### config.mk
export PLATFORM = sky130hd
export DESIGN_NAME = rll_key_loader
export DESIGN_NICKNAME = d
export VERILOG_FILES = /design/src/rtl/rll_key_pkg.sv /design/src/rtl/rll_key_shreg.sv /design/src/rtl/rll_key_loader.sv
export SDC_FILE = /design/constraint.sdc
export NUM_CORES = 1
export LEC_CHECK = 0
export CORE_MARGIN = 3
export CORE_UTILIZATION = 54
export CTS_CLUSTER_DIAMETER = 30
export DETAILED_ROUTE_END_ITERATION = 16
export PLACE_DENSITY_LB_ADDON = 0.15
export SLEW_MARGIN = 25
export SYNTH_ARGS = -nofsm -noshare
export SYNTH_HDL_FRONTEND = slang
export SYNTH_SLANG_ARGS = --single-unit
### constraint.sdc
create_clock -name clk -period 2 [get_ports clk]
set_clock_uncertainty 0.05 [all_clocks]
set_input_delay 0.2 -clock clk [delete_from_list [all_inputs] [get_ports clk]]
set_output_delay 0.2 -clock clk [all_outputs]
set_load 0.01 [all_outputs]
### src/rtl/rll_key_pkg.sv
// rll_key_pkg: shared types and constants for the RLL key loader.
//   state_e            - loader FSM state encoding
//   DEFAULT_KEY_WIDTH  - default number of key bits delivered to the locked netlist
//   cnt_width()        - bit counter width able to hold 0..KEY_WIDTH without wrapping
package rll_key_pkg;

  localparam int DEFAULT_KEY_WIDTH = 32;

  typedef enum logic [1:0] {
    ST_IDLE  = 2'd0,
    ST_SHIFT = 2'd1,
    ST_ARMED = 2'd2
  } state_e;

  function automatic int cnt_width(input int w);
    return $clog2(w) + 1;
  endfunction

endpackage

### src/rtl/rll_key_shreg.sv
// rll_key_shreg: shadow key register plus bit counter.
//   clk, rst  - clock, synchronous active-high reset
//   clear     - zero the shadow and the counter (wins over shift_en)
//   shift_en  - write bit_in into data[count], then count++
//   bit_in    - serial key bit
//   data      - staged key (LSB first)
//   count     - number of bits accepted since the last clear
module rll_key_shreg
  import rll_key_pkg::*;
#(
  parameter int KEY_WIDTH = DEFAULT_KEY_WIDTH,
  localparam int CW = cnt_width(KEY_WIDTH)
) (
  input  logic                 clk,
  input  logic                 rst,
  input  logic                 clear,
  input  logic                 shift_en,
  input  logic                 bit_in,
  output logic [KEY_WIDTH-1:0] data,
  output logic [CW-1:0]        count
);

  logic [KEY_WIDTH-1:0] data_q, data_d;
  logic [CW-1:0]        count_q, count_d;

  always_comb begin
    data_d  = data_q;
    count_d = count_q;
    if (clear) begin
      data_d  = '0;
      count_d = '0;
    end else if (shift_en && (count_q < CW'(KEY_WIDTH))) begin
      // Saturating guard: a full register never wraps back to bit 0.
      for (int i = 0; i < KEY_WIDTH; i++) begin
        if (count_q == CW'(i)) data_d[i] = bit_in;
      end
      count_d = count_q + CW'(1);
    end
  end

  always_ff @(posedge clk) begin
    if (rst) begin
      data_q  <= '0;
      count_q <= '0;
    end else begin
      data_q  <= data_d;
      count_q <= count_d;
    end
  end

  assign data  = data_q;
  assign count = count_q;

endmodule

### src/rtl/rll_key_loader.sv
// rll_key_loader: serial key loader for a logic-locked netlist.
//   clk, rst        - clock, synchronous active-high reset
//   load_start      - begin (or restart) a key load
//   key_bit         - serial key data, LSB first
//   key_bit_valid   - key_bit valid this cycle
//   key_bit_ready   - loader accepts a bit this cycle (registered state decode)
//   commit          - move the staged key to key_out (legal only when ARMED)
//   abort           - discard the staged key
//   key_out         - committed key; bit i drives keyIn_0_i of the locked netlist
//   key_valid       - key_out holds a committed key
//   busy            - state is not IDLE
//   cmd_err         - one-cycle pulse: commit arrived outside ARMED
//
// state    | meaning
// ST_IDLE  | no load in progress, key_out holds last committed key
// ST_SHIFT | accepting serial bits into the shadow register
// ST_ARMED | all KEY_WIDTH bits staged, waiting for commit
//
// Command priority is abort > commit > load_start. An illegal commit still
// takes precedence over load_start, so that cycle leaves the state unchanged.
module rll_key_loader
  import rll_key_pkg::*;
#(
  parameter int KEY_WIDTH = DEFAULT_KEY_WIDTH
) (
  input  logic                 clk,
  input  logic                 rst,
  input  logic                 load_start,
  input  logic                 key_bit,
  input  logic                 key_bit_valid,
  output logic                 key_bit_ready,
  input  logic                 commit,
  input  logic                 abort,
  output logic [KEY_WIDTH-1:0] key_out,
  output logic                 key_valid,
  output logic                 busy,
  output logic                 cmd_err
);

  localparam int CW = cnt_width(KEY_WIDTH);

  state_e               state_q, state_d;
  logic                 ready_q, busy_q, cmd_err_q, cmd_err_d;
  logic [KEY_WIDTH-1:0] key_out_q, key_out_d;
  logic                 key_valid_q, key_valid_d;
  logic                 sh_clear, sh_shift;
  logic [KEY_WIDTH-1:0] shadow;
  logic [CW-1:0]        count;

  rll_key_shreg #(.KEY_WIDTH(KEY_WIDTH)) u_shreg (
    .clk      (clk),
    .rst      (rst),
    .clear    (sh_clear),
    .shift_en (sh_shift),
    .bit_in   (key_bit),
    .data     (shadow),
    .count    (count)
  );

  always_comb begin
    state_d     = state_q;
    sh_clear    = 1'b0;
    sh_shift    = 1'b0;
    key_out_d   = key_out_q;
    key_valid_d = key_valid_q;
    cmd_err_d   = commit && !abort && (state_q != ST_ARMED);

    case (state_q)
      ST_IDLE: begin
        if (load_start && !abort && !commit) begin
          state_d  = ST_SHIFT;
          sh_clear = 1'b1;
        end
      end
      ST_SHIFT: begin
        if (abort) begin
          state_d  = ST_IDLE;
          sh_clear = 1'b1;
        end else if (commit) begin
          // illegal here: flagged via cmd_err, otherwise ignored
          state_d = ST_SHIFT;
        end else if (load_start) begin
          sh_clear = 1'b1;
        end else if (key_bit_valid && ready_q) begin
          sh_shift = 1'b1;
          if (count == CW'(KEY_WIDTH - 1)) state_d = ST_ARMED;
        end
      end
      ST_ARMED: begin
        if (abort) begin
          state_d  = ST_IDLE;
          sh_clear = 1'b1;
        end else if (commit) begin
          state_d     = ST_IDLE;
          key_out_d   = shadow;
          key_valid_d = 1'b1;
        end else if (load_start) begin
          state_d  = ST_SHIFT;
          sh_clear = 1'b1;
        end
      end
      default: begin
        state_d  = ST_IDLE;
        sh_clear = 1'b1;
      end
    endcase
  end

  always_ff @(posedge clk) begin
    if (rst) begin
      state_q     <= ST_IDLE;
      ready_q     <= 1'b0;
      busy_q      <= 1'b0;
      cmd_err_q   <= 1'b0;
      key_out_q   <= '0;
      key_valid_q <= 1'b0;
    end else begin
      state_q     <= state_d;
      // decoded from next state so ready/busy line up with the state register
      ready_q     <= (state_d == ST_SHIFT);
      busy_q      <= (state_d != ST_IDLE);
      cmd_err_q   <= cmd_err_d;
      key_out_q   <= key_out_d;
      key_valid_q <= key_valid_d;
    end
  end

  assign key_bit_ready = ready_q;
  assign busy          = busy_q;
  assign cmd_err       = cmd_err_q;
  assign key_out       = key_out_q;
  assign key_valid     = key_valid_q;

endmodule

==> summary.txt <==
Synthesis
  – Synth area leaders: dfxtp_1 (47%), nand2_1 (9.3%), a21oi_1 (7.9%)
  – Net count after synthesis: 401
  – Syn Inst Count: 386
  – Avg Inst Size Synth: 8.34 µm²
  – Post-synthesis register bit count: 76
  – Area share of the largest cell type after synthesis: 47.3%
  – Synth area leader: dfxtp_1
  – Synth warn: 0
  – Yosys cell types: 40
  – Register area share after synthesis: 47.3%
  – Synth Cell Area: 3220 µm²

Critical path
  – Kind of critical path: register to register
  – Delay of the slowest critical-path stage: 430 ps
  – Crit Reg-Reg Startpoint: state_q[0]
  – Worst path cell trace: inv_1 -> ha_1 -> nor2b_1 -> o22ai_2 -> nand3_1 -> buf_4 -> o21ai_0
  – Crit end category: register
  – Max Fanout on Critical Path: 10
  – Crit path from: state_q[0]
  – CP Launch Type: register
  – Slowest cell on crit path: dfxtp_1
  – Cell depth of the worst flop-to-flop path: 7
  – Crit path DAT: 2090 ps
  – Critical Path RT: 2220 ps

Place
  – GPL Wtd Cong: 0.937
  – Port Buffers: 42
  – Post-DP HPWL: 5190 µm
  – Post-Place Cell Area: 3810 µm²
  – Post-Place Worst Slack: -19.0 ps
  – Placed insts: 494

Min path
  – HP Class: register to register
  – Hold path cells: 2
  – Hold_sp: u_shreg.data[16]

Global routing
  – GR Util met1: 29.2%
  – Initial antenna violation count: 0
  – Vias in the first global route: 2,659
  – Grt peak-use layer: met2
  – Met3 usage: 5.36%
  – Largest net degree at the start of global routing: 37
  – Grt met2 use: 36.5%
  – Grt total ovfl: 0
  – First-pass GRT wire length: 12,800 µm
  – Tot GR Track Use: 22.5%

Run
  – Max Cap Viol: 0

STA
  – Setup TNS: 0 ps
  – Min Hold Slack: 402 ps
  – Tightest Pin Transition: 601 ps
  – Unrepaired setup endpoints after global routing: false
  – Worst setup slack after layout: 129 ps
  – Final Max Slew Viols: 0
  – Tmin final: 1870 ps
  – Worst slew margin: 59.8%
  – Finish-stage setup viols: 0
  – Final hold vios: 0
  – Period Utilization, post-route: 93.5%
  – Fmax: 535 MHz

Detailed routing
  – Routed Antenna Nets: 0
  – Routed vias: 2,859
  – DRC errors left: 0
  – DR pass1 iterations: 5
  – WL/cell: 14.7 µm
  – Drt total wl: 7480 µm
  – Vias per cell: 5.61
  – Iter 0 DRT Violations: 151

Clocking
  – TritonCTS Buffers: 9
  – Clock transition at the registers of the reported paths: 80 ps
  – CTS sink count: 76
  – Post-CTS sizing: 0
  – H-tree Lvls: 3
  – CTS tree: yes
  – Setup bufs post-CTS: 0
  – Clk_lat worst skew: 350 ps
  – Hold-fix buffers, CTS: 0
  – CTS Root Cell: clkbuf_8
  – Clock buffer depth: 2

Layout
  – Most common cell after layout, fill and taps aside: nand2_1
  – Fin nets: 448
  – Most frequent cells in the layout: nand2_1 (80), dfxtp_1 (76), a21oi_1 (51), clkdlybuf4s50_1 (42), nand4_1 (36)
  – Layout cell share with drive strength beyond 1: 11.4%
  – Fin util: 71.0%
  – Synth-to-Final Area Change: 24.5%
  – Fin cells: 510
  – Final Instance Area: 4010 µm²
  – Ant. Diodes: 0

Power
  – LEAKAGE: 1.36 nW
  – Combinational share of power: 4.7%
  – Peak VDD IR: 0.575 mV
  – Clock Power Share: 41.5%
  – Flop pwr share: 53.9%
  – Internal cell power: 2.18 mW
  – Power Density: 704 nW/µm²
  – Final Power: 2.82 mW
  – Sw power: 0.645 mW
  – Sw frac: 22.9%

Die
  – Die area: 6920 µm²
  – I/O Pins: 43
  – Core Region: 5640 µm²
  – Die Wd: 83.2 µm
  – Height of the die: 83.2 µm
  – Floorplan row count: 27
  – Initial Utilization: 57.1%

Status
  – Outcome: completed
## registers in the layout (all words and copies together) (netlist names)
| signal | cells |
|---|---|
| key_bit_ready | 1 |
| u_shreg.data | 32 |
| state_q | 2 |
| key_valid | 1 |
| key_out | 32 |
| u_shreg.count | 6 |
| busy | 1 |
| cmd_err | 1 |
## Yosys cell counts
cell type	count
nand3_1	13
and3_1	1
o31ai_1	1
inv_1	5
nor4b_4	1
a41oi_1	1
nand4_1	36
mux2i_1	7
or3b_2	1
buf_4	2
dfxtp_1	76
nor2_1	12
o21a_1	1
or4bb_1	1
o2bb2ai_1	1
o21ai_0	28
buf_6	2
buf_8	1
o22ai_2	1
clkbuf_1	14
nor4b_1	1
a41o_1	1
a2bb2oi_1	1
nor3b_1	1
nand2_1	80
a311oi_1	1
clkbuf_2	1
and2_0	1
nor3_1	2
nor2b_1	7
nor4bb_1	1
a21oi_1	51
o22ai_1	1
xnor2_1	3
buf_2	15
and4_1	2
ha_1	8
and2_1	2
xor2_1	1
nor4_2	1
## area by class of cell
class	count	area, µm²
flip-flops and latches	76	1520
multi-input cells	270	1500
clock buffers	10	138
fillers	470	1630
repair buffers	71	676
clock inverters	6	63.8
well taps	72	90.1
inverters	5	18.8
## critical path: cells and delay by family (launching register included)
family                     cells  cell delay (ps)
AOI/OAI and AO/OA              2              460
adders and majority gates      1              250
and+or+nand+nor                2              310
DFF                            1              430
buffers and inverters          2              300
## power by group through the flow
| stage | registers (mW) | clock network [mW] | logic (mW) |
|---|---|---|---|
| 2_1_floorplan | 1.56 | 0 | 0.0702 |
| 3_3_place_gp | 1.55 | 0 | 0.129 |
| 3_5_place_dp | 1.55 | 0 | 0.130 |
| 4_1_cts | 1.52 | 1.19 | 0.131 |
| 5_1_grt | 1.52 | 1.25 | 0.142 |
| 6_report | 1.52 | 1.17 | 0.131 |
## per-layer routing
layer	wire, µm	vias up
li1	-	1442
met1	3420	1326
met2	3560	80
met3	385	11
met4	112	0
met5	0	-
## path summary, 6_finish.rpt
path | end | slack, ps
hold reg to reg | key_out[16] | 400
setup / recovery | u_shreg.data[5] | 130
hold / removal | key_out[16] | 400
setup reg to reg | u_shreg.data[5] | 130
## cells by family (layout without fill, tap and decap cells)
family	after synthesis	after routing	share of synthesized area (%)
and+or+nand+nor	163	163	25.3
xor gates and xnor gates	4	4	1.09
DFF	76	76	47.3
muxes	7	7	2.18
AOI/OAI and AO/OA	88	88	14.7
buffers and inverters	40	92	6.33
adders and majority gates	8	8	3.11
Power figures use the tool's default switching activity.
